## src/rtl/ps2_codes_pkg.sv

```systemverilog
// ps2_codes_pkg: PS/2 scancode constants, direction bit indices, FSM encodings, arrow decode helper
package ps2_codes_pkg;
   localparam logic [7:0] SC_EXT   = 8'hE0;
   localparam logic [7:0] SC_BREAK = 8'hF0;
   localparam logic [7:0] SC_UP    = 8'h75;
   localparam logic [7:0] SC_DOWN  = 8'h72;
   localparam logic [7:0] SC_LEFT  = 8'h6B;
   localparam logic [7:0] SC_RIGHT = 8'h74;
   localparam logic [7:0] SC_S     = 8'h1B;
   localparam int DIR_UP    = 3;
   localparam int DIR_DOWN  = 2;
   localparam int DIR_LEFT  = 1;
   localparam int DIR_RIGHT = 0;
   typedef enum logic [1:0] {DEC_BASE, DEC_EXT, DEC_BREAK, DEC_EXT_BREAK} dec_state_t;
   typedef enum logic [1:0] {RX_IDLE, RX_DATA, RX_PARITY, RX_STOP} rx_state_t;
   // one-hot direction mask for an extended arrow code, 0 for anything else
   function automatic logic [3:0] arrow_mask(input logic [7:0] code);
      return (code == SC_UP)    ? 4'b0001 << DIR_UP :
             (code == SC_DOWN)  ? 4'b0001 << DIR_DOWN :
             (code == SC_LEFT)  ? 4'b0001 << DIR_LEFT :
             (code == SC_RIGHT) ? 4'b0001 << DIR_RIGHT : 4'b0000;
   endfunction
endpackage

```

## src/rtl/ps2_rx_frame.sv

```systemverilog
// ps2_rx_frame: synchronises PS/2 clock/data and deserialises 11-bit frames with a stall timeout
// ports: clock, reset (sync, active-high), ps2_clk/ps2_dat (raw async), rx_byte + byte_valid strobe, frame_err strobe
module ps2_rx_frame import ps2_codes_pkg::*; #(
   parameter int TIMEOUT_CYCLES = 50000,
   parameter int SYNC_STAGES    = 2
) (
   input  logic       clock,
   input  logic       reset,
   input  logic       ps2_clk,
   input  logic       ps2_dat,
   output logic [7:0] rx_byte,
   output logic       byte_valid,
   output logic       frame_err
);
   localparam int CW = $clog2(TIMEOUT_CYCLES);
   logic [SYNC_STAGES-1:0] clk_sync_q, clk_sync_d, dat_sync_q, dat_sync_d;
   logic                   clk_prev_q, clk_prev_d;
   rx_state_t              state_q, state_d;
   logic [2:0]             bit_cnt_q, bit_cnt_d;
   logic [7:0]             shift_q, shift_d, byte_q, byte_d;
   logic                   par_q, par_d, valid_q, valid_d, err_q, err_d;
   logic [CW-1:0]          tmo_q, tmo_d;
   logic                   clk_s, dat_s, fall, timeout;
   always_comb begin
      clk_sync_d = SYNC_STAGES'({clk_sync_q, ps2_clk});
      dat_sync_d = SYNC_STAGES'({dat_sync_q, ps2_dat});
      clk_s      = clk_sync_q[SYNC_STAGES-1];
      dat_s      = dat_sync_q[SYNC_STAGES-1];
      clk_prev_d = clk_s;
      fall       = clk_prev_q & ~clk_s;
      // a fall in the same cycle as expiry counts as activity, so it wins
      timeout    = (state_q != RX_IDLE) && !fall && (tmo_q == CW'(TIMEOUT_CYCLES - 1));
      tmo_d      = (fall || state_q == RX_IDLE) ? '0 : tmo_q + 1'b1;
      state_d    = state_q;
      bit_cnt_d  = bit_cnt_q;
      shift_d    = shift_q;
      par_d      = par_q;
      byte_d     = byte_q;
      valid_d    = 1'b0;
      err_d      = 1'b0;
      if (timeout) begin
         state_d = RX_IDLE;
         err_d   = 1'b1;
      end else if (fall) begin
         case (state_q)
            RX_IDLE: begin
               state_d   = dat_s ? RX_IDLE : RX_DATA;
               err_d     = dat_s;
               bit_cnt_d = '0;
            end
            RX_DATA: begin
               shift_d   = {dat_s, shift_q[7:1]};
               bit_cnt_d = bit_cnt_q + 3'd1;
               state_d   = (bit_cnt_q == 3'd7) ? RX_PARITY : RX_DATA;
            end
            RX_PARITY: begin
               par_d   = dat_s;
               state_d = RX_STOP;
            end
            default: begin
               state_d = RX_IDLE;
               valid_d = dat_s & (^{shift_q, par_q});
               err_d   = ~valid_d;
               byte_d  = valid_d ? shift_q : byte_q;
            end
         endcase
      end
   end
   always_ff @(posedge clock) begin
      if (reset) begin
         clk_sync_q <= '0;
         dat_sync_q <= '0;
         clk_prev_q <= 1'b0;
         state_q    <= RX_IDLE;
         bit_cnt_q  <= '0;
         shift_q    <= '0;
         par_q      <= 1'b0;
         byte_q     <= '0;
         valid_q    <= 1'b0;
         err_q      <= 1'b0;
         tmo_q      <= '0;
      end else begin
         clk_sync_q <= clk_sync_d;
         dat_sync_q <= dat_sync_d;
         clk_prev_q <= clk_prev_d;
         state_q    <= state_d;
         bit_cnt_q  <= bit_cnt_d;
         shift_q    <= shift_d;
         par_q      <= par_d;
         byte_q     <= byte_d;
         valid_q    <= valid_d;
         err_q      <= err_d;
         tmo_q      <= tmo_d;
      end
   end
   assign rx_byte    = byte_q;
   assign byte_valid = valid_q;
   assign frame_err  = err_q;
endmodule

```

## src/rtl/ps2_key_decoder.sv

```systemverilog
// ps2_key_decoder: PS/2 keyboard receiver tracking arrow keys and 's' as held levels and press pulses
// ports: clock, reset (sync, active-high), ps2_clk/ps2_dat (raw), direction/dir_pulse [3]=up [2]=down [1]=left [0]=right,
//        start/start_pulse for 's', scancode + scancode_valid strobe, frame_err strobe
module ps2_key_decoder import ps2_codes_pkg::*; #(
   parameter int TIMEOUT_CYCLES = 50000,
   parameter int SYNC_STAGES    = 2
) (
   input  logic       clock,
   input  logic       reset,
   input  logic       ps2_clk,
   input  logic       ps2_dat,
   output logic [3:0] direction,
   output logic [3:0] dir_pulse,
   output logic       start,
   output logic       start_pulse,
   output logic [7:0] scancode,
   output logic       scancode_valid,
   output logic       frame_err
);
   logic [7:0] rx_byte;
   logic       byte_valid, rx_err, is_s;
   logic [3:0] mask;
   dec_state_t state_q, state_d;
   logic [3:0] dir_q, dir_d, dpulse_q, dpulse_d;
   logic       start_q, start_d, spulse_q, spulse_d, valid_q, valid_d;
   logic [7:0] scancode_q, scancode_d;
   ps2_rx_frame #(.TIMEOUT_CYCLES(TIMEOUT_CYCLES), .SYNC_STAGES(SYNC_STAGES)) u_rx (
      .clock      (clock),
      .reset      (reset),
      .ps2_clk    (ps2_clk),
      .ps2_dat    (ps2_dat),
      .rx_byte    (rx_byte),
      .byte_valid (byte_valid),
      .frame_err  (rx_err)
   );
   always_comb begin
      mask       = arrow_mask(rx_byte);
      is_s       = rx_byte == SC_S;
      state_d    = state_q;
      dir_d      = dir_q;
      start_d    = start_q;
      dpulse_d   = 4'b0000;
      spulse_d   = 1'b0;
      valid_d    = byte_valid;
      scancode_d = byte_valid ? rx_byte : scancode_q;
      if (byte_valid) begin
         case (state_q)
            DEC_BASE: begin
               state_d  = (rx_byte == SC_EXT) ? DEC_EXT : (rx_byte == SC_BREAK) ? DEC_BREAK : DEC_BASE;
               start_d  = start_q | is_s;
               spulse_d = is_s & ~start_q;
            end
            DEC_EXT: begin
               state_d  = (rx_byte == SC_BREAK) ? DEC_EXT_BREAK : DEC_BASE;
               dir_d    = dir_q | mask;
               dpulse_d = mask & ~dir_q;
            end
            DEC_BREAK: begin
               state_d = DEC_BASE;
               start_d = start_q & ~is_s;
            end
            default: begin
               state_d = DEC_BASE;
               dir_d   = dir_q & ~mask;
            end
         endcase
      end else if (rx_err) begin
         // a corrupted frame after a prefix would otherwise pair the prefix with an unrelated byte
         state_d = DEC_BASE;
      end
   end
   always_ff @(posedge clock) begin
      if (reset) begin
         state_q    <= DEC_BASE;
         dir_q      <= '0;
         dpulse_q   <= '0;
         start_q    <= 1'b0;
         spulse_q   <= 1'b0;
         valid_q    <= 1'b0;
         scancode_q <= '0;
      end else begin
         state_q    <= state_d;
         dir_q      <= dir_d;
         dpulse_q   <= dpulse_d;
         start_q    <= start_d;
         spulse_q   <= spulse_d;
         valid_q    <= valid_d;
         scancode_q <= scancode_d;
      end
   end
   assign direction      = dir_q;
   assign dir_pulse      = dpulse_q;
   assign start          = start_q;
   assign start_pulse    = spulse_q;
   assign scancode       = scancode_q;
   assign scancode_valid = valid_q;
   assign frame_err      = rx_err;
endmodule
```

## config.mk

```make
export PLATFORM = sky130hd
export DESIGN_NAME = ps2_key_decoder
export DESIGN_NICKNAME = d
export VERILOG_FILES = /design/src/rtl/ps2_codes_pkg.sv /design/src/rtl/ps2_rx_frame.sv /design/src/rtl/ps2_key_decoder.sv
export SDC_FILE = /design/constraint.sdc
export NUM_CORES = 1
export LEC_CHECK = 0
export BUFFER_PORTS_ARGS = -buffer_cell sky130_fd_sc_hd__buf_2
export CELL_PAD_IN_SITES_DETAIL_PLACEMENT = 0
export CELL_PAD_IN_SITES_GLOBAL_PLACEMENT = 1
export CORE_MARGIN = 3
export CORE_UTILIZATION = 40
export CTS_BUF_LIST = sky130_fd_sc_hd__clkbuf_8
export CTS_CLUSTER_DIAMETER = 30
export CTS_CLUSTER_SIZE = 20
export DETAILED_ROUTE_END_ITERATION = 6
export GPL_TIMING_DRIVEN = 0
export HOLD_SLACK_MARGIN = 0.02
export PLACE_DENSITY = 0.72
export SLEW_MARGIN = 10
export SYNTH_ARGS = -nofsm -noshare
export SYNTH_HDL_FRONTEND = slang
export SYNTH_HIERARCHICAL = 1
export SYNTH_SLANG_ARGS = --single-unit
```

## constraint.sdc

```tcl
create_clock -name clock -period 3.8 [get_ports clock]
set_input_delay 0.76 -clock clock [delete_from_list [all_inputs] [get_ports clock]]
set_output_delay 0.76 -clock clock [all_outputs]
set_load 0.02 [all_outputs]
```

==> results.json, run 1 <==
{
  "antenna_found_initial": 0,
  "final-setup-viol-count": 0,
  "cts-hold-fix-buffers": 0,
  "p_clk_frac": 0.402,
  "yosysTopAreaCell": "dfxtp_1",
  "rsz0062_at_grt": "no",
  "finClkSkew_ps": 6.516,
  "end_kind": "flop",
  "coreArea_mm2": 0.006568,
  "ios": 24,
  "grt_overflow": 0,
  "syn-cell-area_mm2": 0.002788,
  "path_class": "input pin to flop",
  "initialDrtViolationCount": 46,
  "avgSynthCellArea_um2": 9.514,
  "ys_warn_count": 6,
  "clockBufferDepth": 2,
  "slew_headroom": 0.6755,
  "slew_violations": 0,
  "critPathTopFamily": "buffers and inverters",
  "root_buffer": "clkbuf_8",
  "cts_tree": "built",
  "ctsResizeCount": 0,
  "routed_wl_um": 5300,
  "layout.nets": 338,
  "min_period_ps": 2041,
  "synthFlopType": "dfxtp_1",
  "first_pass_iters": 4,
  "synthCells": 293,
  "fp-row-count": 29,
  "synthArstFlopShare": 0,
  "worstPathCellList": "buf_2 > clkbuf_1 > or3_1 > clkbuf_1 > clkbuf_1 > nor2_1",
  "synth-seq-cells": 66,
  "fmax_ghz": 0.4899,
  "gp_congestion": 0.7258,
  "drv_cap": 0,
  "ant_nets": 0,
  "htreeDepth": 3,
  "vias": 2111,
  "die_h_um": 89.48,
  "finalHoldViolations": 0,
  "wl_per_cell_um": 12.47,
  "arrival_ps": 2240,
  "crit_top_cell": "clkbuf_1",
  "switchingPower_mw": 0.2569,
  "io_buffers": 23,
  "critical_path.slowest_cell": "clkbuf_1",
  "cp.buffers_inverters": 4,
  "leakagePower_nw": 1.195,
  "comb_power_share": 0.019,
  "p_per_area_mw_per_mm2": 377.9,
  "placedCellCount": 409,
  "clkTransAtPathRegs_ps": 60,
  "layout-drive-gt1-share": 0.1416,
  "grt_pass1_wl_um": 9094,
  "instances_no_fill": 425,
  "cp_max_fo": 10,
  "die-area_mm2": 0.008007,
  "p_int_mw": 0.9461,
  "drc_errors": 0,
  "grt_max_degree": 11,
  "area_growth_pct": 14.18,
  "grt_use_total": 0.1482,
  "cp-start-kind": "input pin",
  "worstMarginPinSlew_ps": 486.8,
  "cpPeakStageDelay_ps": 430,
  "diodes": 0,
  "p_seq_frac": 0.579,
  "start_util": 0.4245,
  "cts_setup_buffers": 0,
  "synth.distinct_cells": 48,
  "synth-seq-area-share": 0.4740,
  "tns_ps": 0,
  "worstSkewPairLatency_ps": 330,
  "switching_share": 0.2136,
  "netlist_top_cells_area": "dfxtp_1 (47%), mux2i_1 (7.2%), nor2_1 (5.1%), nand2_1 (3.6%), a21oi_1 (3.6%)",
  "peakVddDrop_mv": 0.2140,
  "critPathRequiredTime_ps": 4000,
  "cts_sinks": 66,
  "synth_edf_count": 0,
  "outcome": "finished clean",
  "p_total_mw": 1.203,
  "fp.dieW_um": 89.48,
  "fin_crit_sh": 0.5371,
  "grt_pass1_vias": 1896,
  "syn_nets": 304,
  "viasPerCell": 4.967,
  "synth_top_area_share": 0.4740,
  "holdCritPathClass": "flop to flop",
  "cts_buffers": 9,
  "place_hpwl_um": 3745
}
## per-stage QoR
stage | utilization | setup slack [ps] | hold slack, ps | cell area (µm²)
floorplan | - | 1989 | 413.8 | 2788
global placement | 0.4597 | 1370 | 419.0 | 3019
detailed placement | 0.4597 | 1329 | 428.9 | 3019
CTS | 0.4847 | 1709 | 447.8 | 3183
global route | 0.4847 | 1570 | 461.9 | 3183
finish | 0.4847 | 1759 | 441.5 | 3183
## synthesized netlist by cell type, types with 2 or more instances
cell type / number
nand2b_1: 5
nor2_1: 38
or3_1: 6
nand4_1: 7
xnor2_1: 7
mux2i_1: 20
a21oi_1: 20
and2_1: 2
nor3_1: 9
nand3_1: 8
nor2b_1: 7
nand2_1: 27
o21ai_0: 4
ha_1: 7
nor4_1: 3
dfxtp_1: 66
and4bb_1: 2
inv_1: 7
a22oi_1: 2
nor4b_1: 2
nand4b_1: 2
clkbuf_1: 7
nor4bb_1: 3
xor2_1: 8
## cell families after synthesis
| group | Yosys count | synth area share |
|---|---|---|
| buffers and inverters | 17 | 0.02603 |
| XOR/XNOR | 17 | 0.06508 |
| adder cells (fa/ha/maj) | 7 | 0.03142 |
| flip-flops | 66 | 0.4740 |
| AND/OR/NAND/NOR | 134 | 0.2594 |
| multiplexers | 21 | 0.07989 |
| AO/OA/AOI/OAI | 31 | 0.06419 |
## power by group through the flow
stage               clock network, mW  registers, mW  logic, mW
finish                          0.484          0.696     0.0227
global route                    0.544          0.696     0.0253
CTS                             0.508          0.696     0.0232
detailed placement                  0          0.712     0.0232
global placement                    0          0.712     0.0232
floorplan                           0          0.712     0.0155
## cell usage in the layout, fill, tap and decap left out, types with 9 or more instances in the layout
| cell type | instances |
|---|---|
| a21oi_1 | 20 |
| nand2_1 | 27 |
| buf_2 | 24 |
| mux2i_1 | 20 |
| inv_1 | 10 |
| nor3_1 | 9 |
| clkbuf_8 | 10 |
| nor2_1 | 38 |
| dfxtp_1 | 66 |
## flip-flops by register name, indices dropped and copies added (netlist names), named ones only
name and flops:
u_rx/state_q 2, u_rx/par_q 1, u_rx/shift_q 8, u_rx/dat_sync_q 2, u_rx/tmo_q 16, u_rx/rx_byte 8, u_rx/clk_sync_q 2, u_rx/clk_prev_q 1
state_q 2, u_rx/bit_cnt_q 3, start_pulse 1, dir_pulse 4, u_rx/byte_valid 1, u_rx/frame_err 1, scancode 8, scancode_valid 1
## worst paths after layout
path / startpoint / end / slack, ps / cells past startpoint
setup / recovery: reset / u_rx/tmo_q[15]$_SDFF_PP0_ / 1760 / 6
hold / removal: u_rx/dat_sync_q[0]$_SDFF_PP0_ / u_rx/dat_sync_q[1]$_SDFF_PP0_ / 440 / 1
setup reg to reg: u_rx/shift_q[3]$_SDFFE_PP0P_ / u_rx/rx_byte[1]$_SDFFE_PP0P_ / 1910 / 5
hold reg to reg: u_rx/dat_sync_q[0]$_SDFF_PP0_ / u_rx/dat_sync_q[1]$_SDFF_PP0_ / 440 / 1
## routing by layer
layer  vias to the layer above  track usage  share of wire  routed length (µm)
li1                       1090            -              -                   -
met1                       979       0.1940           0.50                2632
met2                        36       0.2217           0.45                2365
met3                         6      0.05530          0.045                 239
met4                         0      0.05683          0.012                  63
met5                         -            0              0                   0
## cell type report
class / instances / area [µm²]
fillers: 629 / 3385
flip-flops and latches: 66 / 1321
plain buffers: 10 / 46.29
clock inverters: 6 / 26.28
clock buffers: 10 / 137.6
multi-input cells: 210 / 1394
well taps: 93 / 116.4
repair buffers: 23 / 115.1
inverters: 7 / 26.28
No activity file was read; power rests on OpenSTA's default activity.
==> inputs of run 2 (changes only) <==
--- a/config.mk
+++ b/config.mk
@@ -5,6 +5,7 @@
 export SDC_FILE = /design/constraint.sdc
 export NUM_CORES = 1
 export LEC_CHECK = 0
+export ABC_AREA = 1
 export BUFFER_PORTS_ARGS = -buffer_cell sky130_fd_sc_hd__buf_2
 export CELL_PAD_IN_SITES_DETAIL_PLACEMENT = 0
 export CELL_PAD_IN_SITES_GLOBAL_PLACEMENT = 1
@@ -16,7 +17,7 @@
 export DETAILED_ROUTE_END_ITERATION = 6
 export GPL_TIMING_DRIVEN = 0
 export HOLD_SLACK_MARGIN = 0.02
-export PLACE_DENSITY = 0.72
+export PLACE_DENSITY = 0.76
 export SLEW_MARGIN = 10
 export SYNTH_ARGS = -nofsm -noshare
 export SYNTH_HDL_FRONTEND = slang
==> constraint.sdc (replaced) <==
create_clock -name clock -period 1.96 [get_ports clock]
set_input_delay 0.392 -clock clock [delete_from_list [all_inputs] [get_ports clock]]
set_output_delay 0.392 -clock clock [all_outputs]
set_load 0.02 [all_outputs]
==> run 2 against run 1 <==
  * Clock power is 130% higher
  * Combinational power is 150% higher
  * Critical path depth is 3 higher
  * Final area is 13% higher
  * Count of clock-buffer cells in the layout is 1 higher
  * Global-route usage is 1.7 points higher
  * Register-to-register slack worse by 1500 ps
  * Utilization is 0.28 points lower
  * Sequential power is 94% higher
  * Clock skew is 1.5 ps higher
  * Power is 110% higher
  * Sequential cell count stayed put
  * Critical path type is now flop to flop
  * Largest cell class unchanged
  * Largest power group unchanged
==> results.json, run 2 <==
{
  "layout-drive-gt1-share": 0.1463,
  "synthFlopType": "dfxtp_1",
  "synth_compound_area_frac": 0.1050,
  "area_growth_pct": 13.63,
  "final_cell_mix": "nand2_1 (111), inv_1 (71), dfxtp_1 (66)",
  "viasPerCell": 4.739,
  "grtUsageMet1": 0.2040,
  "die-area_mm2": 0.008997,
  "cts_buffers": 9,
  "grt_max_degree": 11,
  "io_buffers": 23,
  "grtUsageMet3": 0.05896,
  "rsz0062_at_grt": "no",
  "p_per_area_mw_per_mm2": 707.7,
  "routed_wl_um": 6575,
  "peakVddDrop_mv": 0.3830,
  "syn-cell-area_mm2": 0.003158,
  "synth_top_family_by_area": "simple AND/OR/NAND/NOR gates",
  "yosysTopAreaCell": "dfxtp_1",
  "leakagePower_nw": 1.559,
  "min_period_ps": 1593,
  "drc_errors": 0,
  "ant_nets": 0,
  "critPathRequiredTime_ps": 2180,
  "finalHoldViolations": 0,
  "outcome": "finished clean",
  "cp-start-kind": "flop",
  "arrival_ps": 1810,
  "synth_top_area_share": 0.4184,
  "cts_sinks": 66,
  "crit_start": "u_rx/tmo_q[0]$_SDFF_PP0_",
  "yosys.area_share.adder": 0.02773,
  "top_register": "u_rx/tmo_q",
  "ctsResizeCount": 0,
  "synth-seq-cells": 66,
  "slew_headroom": 0.6893,
  "syn_nets": 466,
  "cts_setup_buffers": 0,
  "hold_start": "ps2_dat",
  "fmax_ghz": 0.6279,
  "first_pass_iters": 4,
  "fp.dieW_um": 94.86,
  "synth.most_common_cell": "nand2_1",
  "synth.distinct_cells": 30,
  "final-setup-viol-count": 0,
  "grt_pass1_vias": 2584,
  "grt_use_total": 0.1649,
  "end_kind": "flop",
  "root_buffer": "clkbuf_8",
  "regToRegStartpoint": "u_rx/tmo_q[0]$_SDFF_PP0_",
  "gp_congestion": 0.8490,
  "fp-row-count": 31,
  "synth_edf_count": 0,
  "layout.nets": 500,
  "vias": 2801,
  "worstMarginPinSlew_ps": 466.1,
  "htreeDepth": 3,
  "grt_pass1_wl_um": 11580,
  "antenna_found_initial": 0,
  "clockBufferDepth": 2,
  "cts_tree": "built",
  "ios": 24,
  "drv_cap": 0,
  "initialDrtViolationCount": 126,
  "synth-seq-area-share": 0.4184,
  "fin_util": 0.4819,
  "use_met2": 0.2701,
  "place_hpwl_um": 4890,
  "yosys-top-cells-count": "nand2_1 (111), inv_1 (71), dfxtp_1 (66)",
  "grt_busiest_layer": "met2",
  "fin_crit_sh": 0.8125,
  "synthCells": 455,
  "synthMuxAreaShare": 0,
  "holdCritPathClass": "input pin to flop",
  "die_h_um": 94.86,
  "wl_per_cell_um": 11.13,
  "avgSynthCellArea_um2": 6.941,
  "final_common_cell": "nand2_1",
  "cp_max_fo": 3,
  "largest_reg_flops": 16,
  "path_class": "flop to flop",
  "tns_ps": 0,
  "start_util": 0.4241,
  "diodes": 0,
  "synthArstFlopShare": 0,
  "finClkSkew_ps": 7.978,
  "grt_overflow": 0,
  "ys_warn_count": 6,
  "netlist_top_cells_area": "dfxtp_1 (42%), nand2_1 (13%), inv_1 (8.4%), a21oi_1 (5.9%), nor2_1 (5.7%)",
  "cts-hold-fix-buffers": 0,
  "clkTransAtPathRegs_ps": 70,
  "synth-simple-area-share": 0.3336,
  "synth_xor_area_frac": 0.002773,
  "worstSkewPairLatency_ps": 340,
  "slew_violations": 0,
  "coreArea_mm2": 0.007447
}
## run 2: path summary, 6_finish.rpt
path,endpoint,slack (ps),cells after the start
worst max-delay path,u_rx/tmo_q[14]$_SDFF_PP0_,370,9
worst min-delay path,u_rx/dat_sync_q[0]$_SDFF_PP0_,260,3
worst max register to register,u_rx/tmo_q[14]$_SDFF_PP0_,370,9
worst min register to register,u_rx/dat_sync_q[1]$_SDFF_PP0_,400,2
## run 2: logic make-up after synthesis
| kind of cell | after synthesis |
|---|---|
| adder cells (fa/ha/maj) | 7 |
| AND/OR/NAND/NOR | 226 |
| buffers and inverters | 90 |
| AO/OA/AOI/OAI | 65 |
| XOR/XNOR | 1 |
| flip-flops | 66 |
## run 2: layout make-up
cell class / count / area, µm²
Buffer: 11 / 58.81
Clock buffer: 11 / 151.4
Clock inverter: 3 / 40.04
Fill cell: 784 / 3859
Inverter: 79 / 296.5
Multi-Input combinational cell: 299 / 1481
Sequential cell: 66 / 1321
Tap cell: 99 / 123.9
Timing Repair Buffer: 23 / 115.1
## run 2: layer usage
metal / up-vias / wire length, µm / part of all wire
met1: 1267 / 3183 / 0.48
met5: - / 0 / 0
li1: 1497 / - / -
met2: 32 / 3066 / 0.47
met4: 0 / 72 / 0.011
met3: 5 / 253 / 0.038
## run 2: power breakdown
group | switching [mW] | internal, mW
logic | 0.0381 | 0.0178
registers | 0.00407 | 1.35
clock network | 0.494 | 0.639
## run 2: metrics by stage
| stage | instance area, µm² | power [mW] | cells | hold WS [ps] | setup WS, ps |
|---|---|---|---|---|---|
| after floorplan | 3158 | 1.419 | 455 | 388.3 | 503.8 |
| after global placement | 3397 | 1.437 | 577 | 390.6 | 182.6 |
| after detailed placement | 3397 | 1.437 | 577 | 393.6 | 181.4 |
| after CTS | 3588 | 2.593 | 591 | 240.5 | 330.8 |
| after global routing | 3588 | 2.652 | 591 | 240.2 | 200.3 |
| final | 3588 | 2.539 | 591 | 258.1 | 367.5 |
## run 2: critical path, cell delays in order, from the launching register on
cell and delay, ps:
dfxtp_1 340, ha_1 170, nand2_1 100, nor2_2 150, nand3_2 120, nor2_4 130
nand2_2 90, nor4_4 170, nand2_1 60, nor3b_2 150
